`src/rtl/uart_rx_ctrl_module_pkg.sv`:
```
// Shared UART controller definitions: frame state encodings and default frame width.
// Used by both the RX controller and the future TX controller.
package uart_rx_ctrl_module_pkg;

    localparam int unsigned DEFAULT_DATA_BITS = 8;

    typedef enum logic [2:0] {
        ST_IDLE   = 3'd0,
        ST_START  = 3'd1,
        ST_DATA   = 3'd2,
        ST_PARITY = 3'd3,
        ST_STOP   = 3'd4
    } uart_state_e;

endpackage

```
`src/rtl/uart_rx_ctrl_module_sync_edge.sv`:
```
// RX line conditioning: SYNC_STAGES-deep synchroniser (reset to idle-high)
// followed by a history flop for start-bit falling-edge detection.
module rx_sync_edge_module #(
    parameter int unsigned SYNC_STAGES = 2
) (
    input  logic CLK,
    input  logic RST_n,
    input  logic RX_Pin_In,
    output logic Rx_Sync,
    output logic H2L_Sig
);

    logic [SYNC_STAGES-1:0] r_sync;
    logic                   r_hist;

    always_ff @(posedge CLK or negedge RST_n) begin
        if (!RST_n) begin
            r_sync <= '1;
            r_hist <= 1'b1;
        end else begin
            r_sync <= {r_sync[SYNC_STAGES-2:0], RX_Pin_In};
            r_hist <= r_sync[SYNC_STAGES-1];
        end
    end

    assign Rx_Sync = r_sync[SYNC_STAGES-1];
    assign H2L_Sig = r_hist & ~r_sync[SYNC_STAGES-1];

endmodule

```
`src/rtl/uart_rx_ctrl_module.sv`:
```
// UART receive sequencer: runs the external bit-rate counter and assembles one frame
// per start edge. Define RX_PARITY_EN for a parity bit, Parity_Err and PARITY_ODD.
module uart_rx_ctrl_module
    import uart_rx_ctrl_module_pkg::*;
#(
    parameter int unsigned DATA_BITS   = DEFAULT_DATA_BITS,
    parameter int unsigned SYNC_STAGES = 2
`ifdef RX_PARITY_EN
    ,
    parameter bit          PARITY_ODD  = 1'b0
`endif
) (
    input  logic                 CLK,
    input  logic                 RST_n,
    input  logic                 Rx_En,
    input  logic                 RX_Pin_In,
    input  logic                 BPS_CLK,
    output logic                 Count_Sig,
    output logic [DATA_BITS-1:0] Rx_Data,
    output logic                 Rx_Done_Sig,
    output logic                 Frame_Err
`ifdef RX_PARITY_EN
    ,
    output logic                 Parity_Err
`endif
);

    localparam int unsigned CNT_W = $clog2(DATA_BITS) + 1;
    localparam logic [CNT_W-1:0] LAST_BIT = CNT_W'(DATA_BITS - 1);

    logic w_rx_sync;
    logic w_h2l;

    uart_state_e          r_state;
    logic                 r_count_sig;
    logic [DATA_BITS-1:0] r_shift;
    logic [CNT_W-1:0]     r_bit_cnt;
    logic [DATA_BITS-1:0] r_rx_data;
    logic                 r_done;
    logic                 r_ferr;
`ifdef RX_PARITY_EN
    logic                 r_par_acc;
    logic                 r_par_bad;
    logic                 r_perr;
`endif

    rx_sync_edge_module #(
        .SYNC_STAGES (SYNC_STAGES)
    ) u_sync_edge (
        .CLK       (CLK),
        .RST_n     (RST_n),
        .RX_Pin_In (RX_Pin_In),
        .Rx_Sync   (w_rx_sync),
        .H2L_Sig   (w_h2l)
    );

    always_ff @(posedge CLK or negedge RST_n) begin
        if (!RST_n) begin
            r_state     <= ST_IDLE;
            r_count_sig <= 1'b0;
            r_shift     <= '0;
            r_bit_cnt   <= '0;
            r_rx_data   <= '0;
            r_done      <= 1'b0;
            r_ferr      <= 1'b0;
`ifdef RX_PARITY_EN
            r_par_acc   <= 1'b0;
            r_par_bad   <= 1'b0;
            r_perr      <= 1'b0;
`endif
        end else begin
            r_done <= 1'b0;
            r_ferr <= 1'b0;
`ifdef RX_PARITY_EN
            r_perr <= 1'b0;
`endif
            if (!Rx_En) begin
                // Disable aborts any frame silently; Rx_Data keeps the last good byte.
                r_state     <= ST_IDLE;
                r_count_sig <= 1'b0;
            end else begin
                unique case (r_state)
                    ST_IDLE: begin
                        if (w_h2l) begin
                            r_count_sig <= 1'b1;
                            r_state     <= ST_START;
                        end
                    end
                    ST_START: begin
                        if (BPS_CLK) begin
                            if (!w_rx_sync) begin
                                r_state   <= ST_DATA;
                                r_bit_cnt <= '0;
`ifdef RX_PARITY_EN
                                r_par_acc <= PARITY_ODD;
`endif
                            end else begin
                                r_state     <= ST_IDLE;
                                r_count_sig <= 1'b0;
                            end
                        end
                    end
                    ST_DATA: begin
                        if (BPS_CLK) begin
                            r_shift   <= {w_rx_sync, r_shift[DATA_BITS-1:1]};
                            r_bit_cnt <= r_bit_cnt + CNT_W'(1);
`ifdef RX_PARITY_EN
                            r_par_acc <= r_par_acc ^ w_rx_sync;
                            if (r_bit_cnt == LAST_BIT) r_state <= ST_PARITY;
`else
                            if (r_bit_cnt == LAST_BIT) r_state <= ST_STOP;
`endif
                        end
                    end
`ifdef RX_PARITY_EN
                    ST_PARITY: begin
                        if (BPS_CLK) begin
                            // r_par_acc holds the parity bit the sender should have sent.
                            r_par_bad <= w_rx_sync ^ r_par_acc;
                            r_state   <= ST_STOP;
                        end
                    end
`endif
                    ST_STOP: begin
                        if (BPS_CLK) begin
                            r_state     <= ST_IDLE;
                            r_count_sig <= 1'b0;
                            if (!w_rx_sync) begin
                                r_ferr <= 1'b1;
`ifdef RX_PARITY_EN
                            end else if (r_par_bad) begin
                                r_perr <= 1'b1;
`endif
                            end else begin
                                r_rx_data <= r_shift;
                                r_done    <= 1'b1;
                            end
                        end
                    end
                    default: begin
                        r_state     <= ST_IDLE;
                        r_count_sig <= 1'b0;
                    end
                endcase
            end
        end
    end

    assign Count_Sig   = r_count_sig;
    assign Rx_Data     = r_rx_data;
    assign Rx_Done_Sig = r_done;
    assign Frame_Err   = r_ferr;
`ifdef RX_PARITY_EN
    assign Parity_Err  = r_perr;
`endif

endmodule

```
`config.mk`:
```
export PLATFORM = sky130hd
export DESIGN_NAME = uart_rx_ctrl_module
export DESIGN_NICKNAME = d
export VERILOG_FILES = /design/src/rtl/uart_rx_ctrl_module_pkg.sv /design/src/rtl/uart_rx_ctrl_module_sync_edge.sv /design/src/rtl/uart_rx_ctrl_module.sv
export SDC_FILE = /design/constraint.sdc
export NUM_CORES = 1
export LEC_CHECK = 0
export BUFFER_PORTS_ARGS = -buffer_cell sky130_fd_sc_hd__buf_2
export CAP_MARGIN = 40
export CORE_UTILIZATION = 50
export DETAILED_ROUTE_END_ITERATION = 12
export PLACE_DENSITY_LB_ADDON = 0.25
export SLEW_MARGIN = 20
export SYNTH_ARGS = -nofsm -noshare
export SYNTH_HDL_FRONTEND = slang
export SYNTH_SLANG_ARGS = --single-unit
export TNS_END_PERCENT = 50
```
`constraint.sdc`:
```
create_clock -name CLK -period 1.93 [get_ports CLK]
set_clock_uncertainty 0.15 [all_clocks]
set_input_delay 0.2895 -clock CLK [delete_from_list [all_inputs] [get_ports CLK]]
set_output_delay 0.2895 -clock CLK [all_outputs]
set_load 0.05 [all_outputs]
```
# == Yosys cells after proc, flatten, opt, wreduce, memory -nomap -nowiden ==
# Cells that the tools add are included.
# word_totals
ff_bits,29
latchBits,0
mem_bits_rw,0
rom_bits,0
inputBits,5
out_inout_bits,11
wordCells,59
mem_count,0
# op_classes
addsub,1
mul,0
div,0
magnitude_cmp,0
n_eq_ne,14
n_shift,0
mux,26
bitwise,2
n_reduce_logical,7
# op_table
op,count
$mux W3,6
$reduce_and A5 Y1,3
$mux W1,13
$mux W4,3
$ne A3 B3 Y1 const B,4
$pmux W3 S4,1
$ne A2 B2 Y1 const B,4
$pmux W4 S2,1
$ne A3 B2 Y1 const B,2
$add A4 B1 Y4 const B,1
$eq A4 B3 Y1 const B,1
$pmux W1 S4,1
$reduce_and A4 Y1,1
$eq A3 B1 Y1 const B,1
$eq A3 B2 Y1 const B,1
$eq A3 B3 Y1 const B,1
$logic_not A3 Y1,1
$reduce_and A3 Y1,1
$mux W2,1
$reduce_bool A2 Y1,1
$and A1 B1 Y1,1
$not A1 Y1,1

# == Longest topological paths before layout ==
# depth
word_depth,5
depth_mapped,6
mapped_depth_nobuf,4

# == Modules after synthesis ==
# A second synthesis with hierarchy kept.
# hier_totals
hier_cells,86
hier_area_um2,1191.1
# modules_own_cells
module,n_inst,cells_per_inst,area_per_inst_um2,seq_area_each_um2
uart_rx_ctrl_module,1,82,1098.6,650.6
rx_sync_edge_module,1,4,92.6,78.8

# == Worst setup path after synthesis ==
# No wires, ideal clock.
# synth_timing
path_type,register to register
from,reg r_state[0]
to,"reg r_count_sig, in the netlist Count_Sig"
setup_ns,0.125
arrival_time_ns,1.462
required_ns,1.655
path_slack_ns,0.193
stages_incl_launch_ff,6
path_buffers,1
synth_period_minus_slack_ns,1.737
path_cell_list,dfrtp_1 buf_2 xor2_1 a32o_1 a311oi_1 mux2_2
# synth_via
elab_chain_cells,3
word_cells_on_any_way,12
cone_classes,eq/ne (8); mux (2); reduce/logical (2)
# synth_rtl
element,line,text
"start, declared",uart_rx_ctrl_module.sv:34,uart_state_e r_state;
"start signal, assigned",uart_rx_ctrl_module.sv:59,r_state <= ST_IDLE;
"start signal, assigned",uart_rx_ctrl_module.sv:79,r_state <= ST_IDLE;
"start signal, assigned",uart_rx_ctrl_module.sv:86,r_state <= ST_START;
"$eq A3 B1 Y1, or another cell as far along",uart_rx_ctrl_module.sv:82,unique case (r_state)
"$ne A3 B2 Y1 (no line), or another cell as far along",-,
$reduce_and A5 Y1 (no line) or $mux W1 (tied branches),-,
"end signal, assigned",uart_rx_ctrl_module.sv:80,r_count_sig <= 1'b0;
"end signal, assigned",uart_rx_ctrl_module.sv:85,r_count_sig <= 1'b1;
"end signal, assigned",uart_rx_ctrl_module.sv:99,r_count_sig <= 1'b0;
"end, declared",uart_rx_ctrl_module.sv:35,logic r_count_sig;
# Parallel ways exist; a longest one is shown, timed or not.
# A chain may end at the register's enable or synchronous reset.

# == Worst setup path after layout ==
# layout_timing
from,reg r_state[2]
to,"reg r_count_sig, in the netlist Count_Sig"
# The elaborated chain is that of the path after synthesis.

==> results by group <==
Hold path
  – Worst Min Path Start: Rx_En
  – Hold Crit Depth: 3
  – Worst hold path class: in2reg
  – Worst hold endpoint: r_state[0]$_DFFE_PN0P_

Global route
  – Largest net degree at the start of global routing: 30
  – Grt ovf: 0
  – Tot GR Track Use: 0.182
  – First-pass GRT wire length: 3290 microns
  – Antenna violations before repair: 0
  – Vias in the first global route: around 720

Clocking
  – Worst-Skew Late Latency: between 0.3 and 0.4 ns
  – CTS clk-pin slew, worst paths: 0.09 ns
  – CTS tree: built
  – CTS Buffer Depth: 2
  – Root buffer cell: clkbuf_4
  – Sink Count: 29
  – Total CTS buffers: 5
  – CTS H-tree lvls: 2

Placed design
  – Port bufs: 15
  – Post-DP HPWL: 1270 microns
  – Pre-CTS setup slack: 0.111 ns
  – Gpl congestion: 0.858

Layout
  – Antenna cells: 0
  – Fillers: 185
  – Nets: between 100 and 150
  – Commonest non-fill, non-tap cell in the layout: dfrtp_1
  – Area Growth Syn to Fin: 15.4%
  – Leading cell types in the layout, fill and taps excluded: 25 x dfrtp_1, 17 x mux2_2, 15 x buf_2, 6 x nor2_1, 5 x clkbuf_4
  – Fraction of layout cells with a size suffix above 1: 0.450

Synth
  – Seq cells post-synth: 29
  – Seq/Total Area, Yosys: 0.609
  – Yosys warns: 0
  – Synth Area per Inst: 14.1 sq um
  – Top FF cell, synth: dfrtp_1
  – Post-Syn Nets: 91
  – Async set-reset flop share out of synthesis: 1.00
  – Synthesized area: 1200 sq um
  – Unique masters post-synth: 28
  – Post-synth EDFFs: 0
  – Gate Count Post-Synth: 85

STA
  – Final Setup Violations: 0
  – RSZ-0062 raised after global routing: no
  – Final Max Slew Viols: 0
  – Setup slack after layout: 0.128 ns
  – Final hold vios: 0
  – Fin Setup TNS: 0 ns
  – Rel. slew slack: 0.590
  – Achievable frequency: 555 MHz
  – Worst slew pin tran: 0.615 ns
  – Tcrit/Tclk final: 0.934
  – Tmin final: ~1.8 ns

Routing
  – Routed wire length: 1880 microns
  – Post-DRT Antenna Nets: 0
  – First-pass detailed-route iteration total: 4
  – Residual DRC: 0
  – Routed len/inst: 13.7 microns
  – DRT iter0 DRCs: 11
  – Vias after detailed routing: 728
  – Vias per cell: around 5.3

Floorplan
  – # IOs: 16
  – Rows: 17
  – Die Y: just over 50 microns
  – Chip width: approximately 51 microns
  – Core Region: 2230 sq um
  – Die area: ~2600 sq um
  – Initial Util: 0.536

Critical path
  – Worst reg2reg path startpoint: r_state[2]$_DFFE_PN0P_
  – CP endpoint kind: register
  – Worst Path Class, Setup: reg2reg
  – Largest stage delay, worst path: 0.47 ns
  – Worst flop-to-flop path endpoint: Count_Sig$_DFFE_PN0P_
  – Critical Path RT: 2.00 ns
  – Critical path cell sequence: xor2_1, a32o_1, a311oi_1, mux2_2
  – Arr. time, crit path: 1.87 ns
  – Crit-path max FO: 7
  – CP max-delay cell: dfrtp_1
  – Critical Path Source Type: register
  – R2r worst-path depth: 4
  – FF-to-FF setup slack: 0.13 ns

Power and ir drop
  – Maximum vdd ir drop: 537 uV
  – PwrDens: 795 nW/um^2
  – Leakage: 0.736 nW

Status
  – Outcome: finished, final reports clean

Job
  – Max Cap Viol: 0
-- critical path: cells and delay by family, from the launching register on --
family	cells	cell delay [ns]
AO/OA/AOI/OAI	2	0.53
XOR/XNOR	1	0.19
flip-flops	1	0.47
multiplexers	1	0.36
-- power by group --
part	switching [mW]	leakage, nW	internal [mW]	total [mW]
registers	0.0219	0.389	0.632	0.654
logic	0.0526	0.316	0.0347	0.0872
clock network	0.220	0.0310	0.137	0.357
-- per-layer routing --
| layer | GRT usage | share of wire |
|---|---|---|
| met2 | 0.243 | 0.44 |
| met4 | 0.0833 | 0.0064 |
| met5 | 0 | 0 |
| met1 | 0.247 | 0.50 |
| met3 | 0.0893 | 0.050 |
-- worst max path at each step --
stage / end / from / slack (ns)
global route: Count_Sig$_DFFE_PN0P_ / r_state[2]$_DFFE_PN0P_ / 0.03
finish: Count_Sig$_DFFE_PN0P_ / r_state[2]$_DFFE_PN0P_ / 0.13
global placement: Count_Sig$_DFFE_PN0P_ / r_state[0]$_DFFE_PN0P_ / 0.17
floorplan: Count_Sig$_DFFE_PN0P_ / r_state[0]$_DFFE_PN0P_ / 0.19
detailed placement: Count_Sig$_DFFE_PN0P_ / r_state[0]$_DFFE_PN0P_ / 0.11
CTS: Count_Sig$_DFFE_PN0P_ / r_state[0]$_DFFE_PN0P_ / 0.09
-- cell type report --
| class | instances | area (sq um) | share of cell area |
|---|---|---|---|
| well taps | 28 | 35.0 | 0.0254 |
| inverters | 1 | 3.75 | 0.00272 |
| clock inverters | 3 | 17.5 | 0.0127 |
| multi-input cells | 52 | 447 | 0.323 |
| repair buffers | 19 | 110 | 0.0797 |
| flip-flops and latches | 29 | 731 | 0.529 |
| clock buffers | 5 | 37.5 | 0.0272 |
-- flip-flops by register name, indices dropped and copies added, names as in the netlist --
register            flops
r_state                 3
r_shift                 8
u_sync_edge.r_sync      2
u_sync_edge.r_hist      1
Rx_Data                 8
Rx_Done_Sig             1
Frame_Err               1
Count_Sig               1
r_bit_cnt               4
-- cell families after synthesis --
family,Yosys count,synth area share
AOI/OAI and AO/OA,8,0.0512
xor gates and xnor gates,3,0.0219
adders and majority gates,1,0.0104
buffers and inverters,4,0.0178
DFF,29,0.609
muxes,17,0.160
and+or+nand+nor,23,0.130
-- Yosys cell counts (2+ instances only) --
cell / n / area share
dfrtp_1: 26 / 0.54
mux2_2: 17 / 0.16
nor2_1: 6 / 0.019
dfstp_2: 3 / 0.066
nand2_1: 3 / 0.0094
xor2_1: 3 / 0.022
a21o_1: 2 / 0.013
buf_2: 2 / 0.0084
nand2b_1: 2 / 0.010
nand3_1: 2 / 0.0084
nor4bb_1: 2 / 0.017
-- per-stage QoR --
stage / cells / instance area (sq um) / hold slack (ns) / utilization / power, mW
floorplan: 85 / 1200 / -0.156 / - / 0.719
global placement: 127 / 1310 / 0.189 / 0.584 / 0.747
detailed placement: 127 / 1310 / 0.192 / 0.584 / 0.751
CTS: 137 / 1380 / 0.0756 / 0.618 / 1.11
global route: 137 / 1380 / 0.0777 / 0.618 / 1.15
finish: 137 / 1380 / 0.0856 / 0.618 / 1.10
-- repair_timing --
item                       in CTS  in global routing
hold endpoints to repair       27                  0
resized for setup               0                  1
hold buffers                    2                  0
buffers inserted                0                  0
setup endpoints to repair       0                  1
Power figures use the tool's default switching activity.
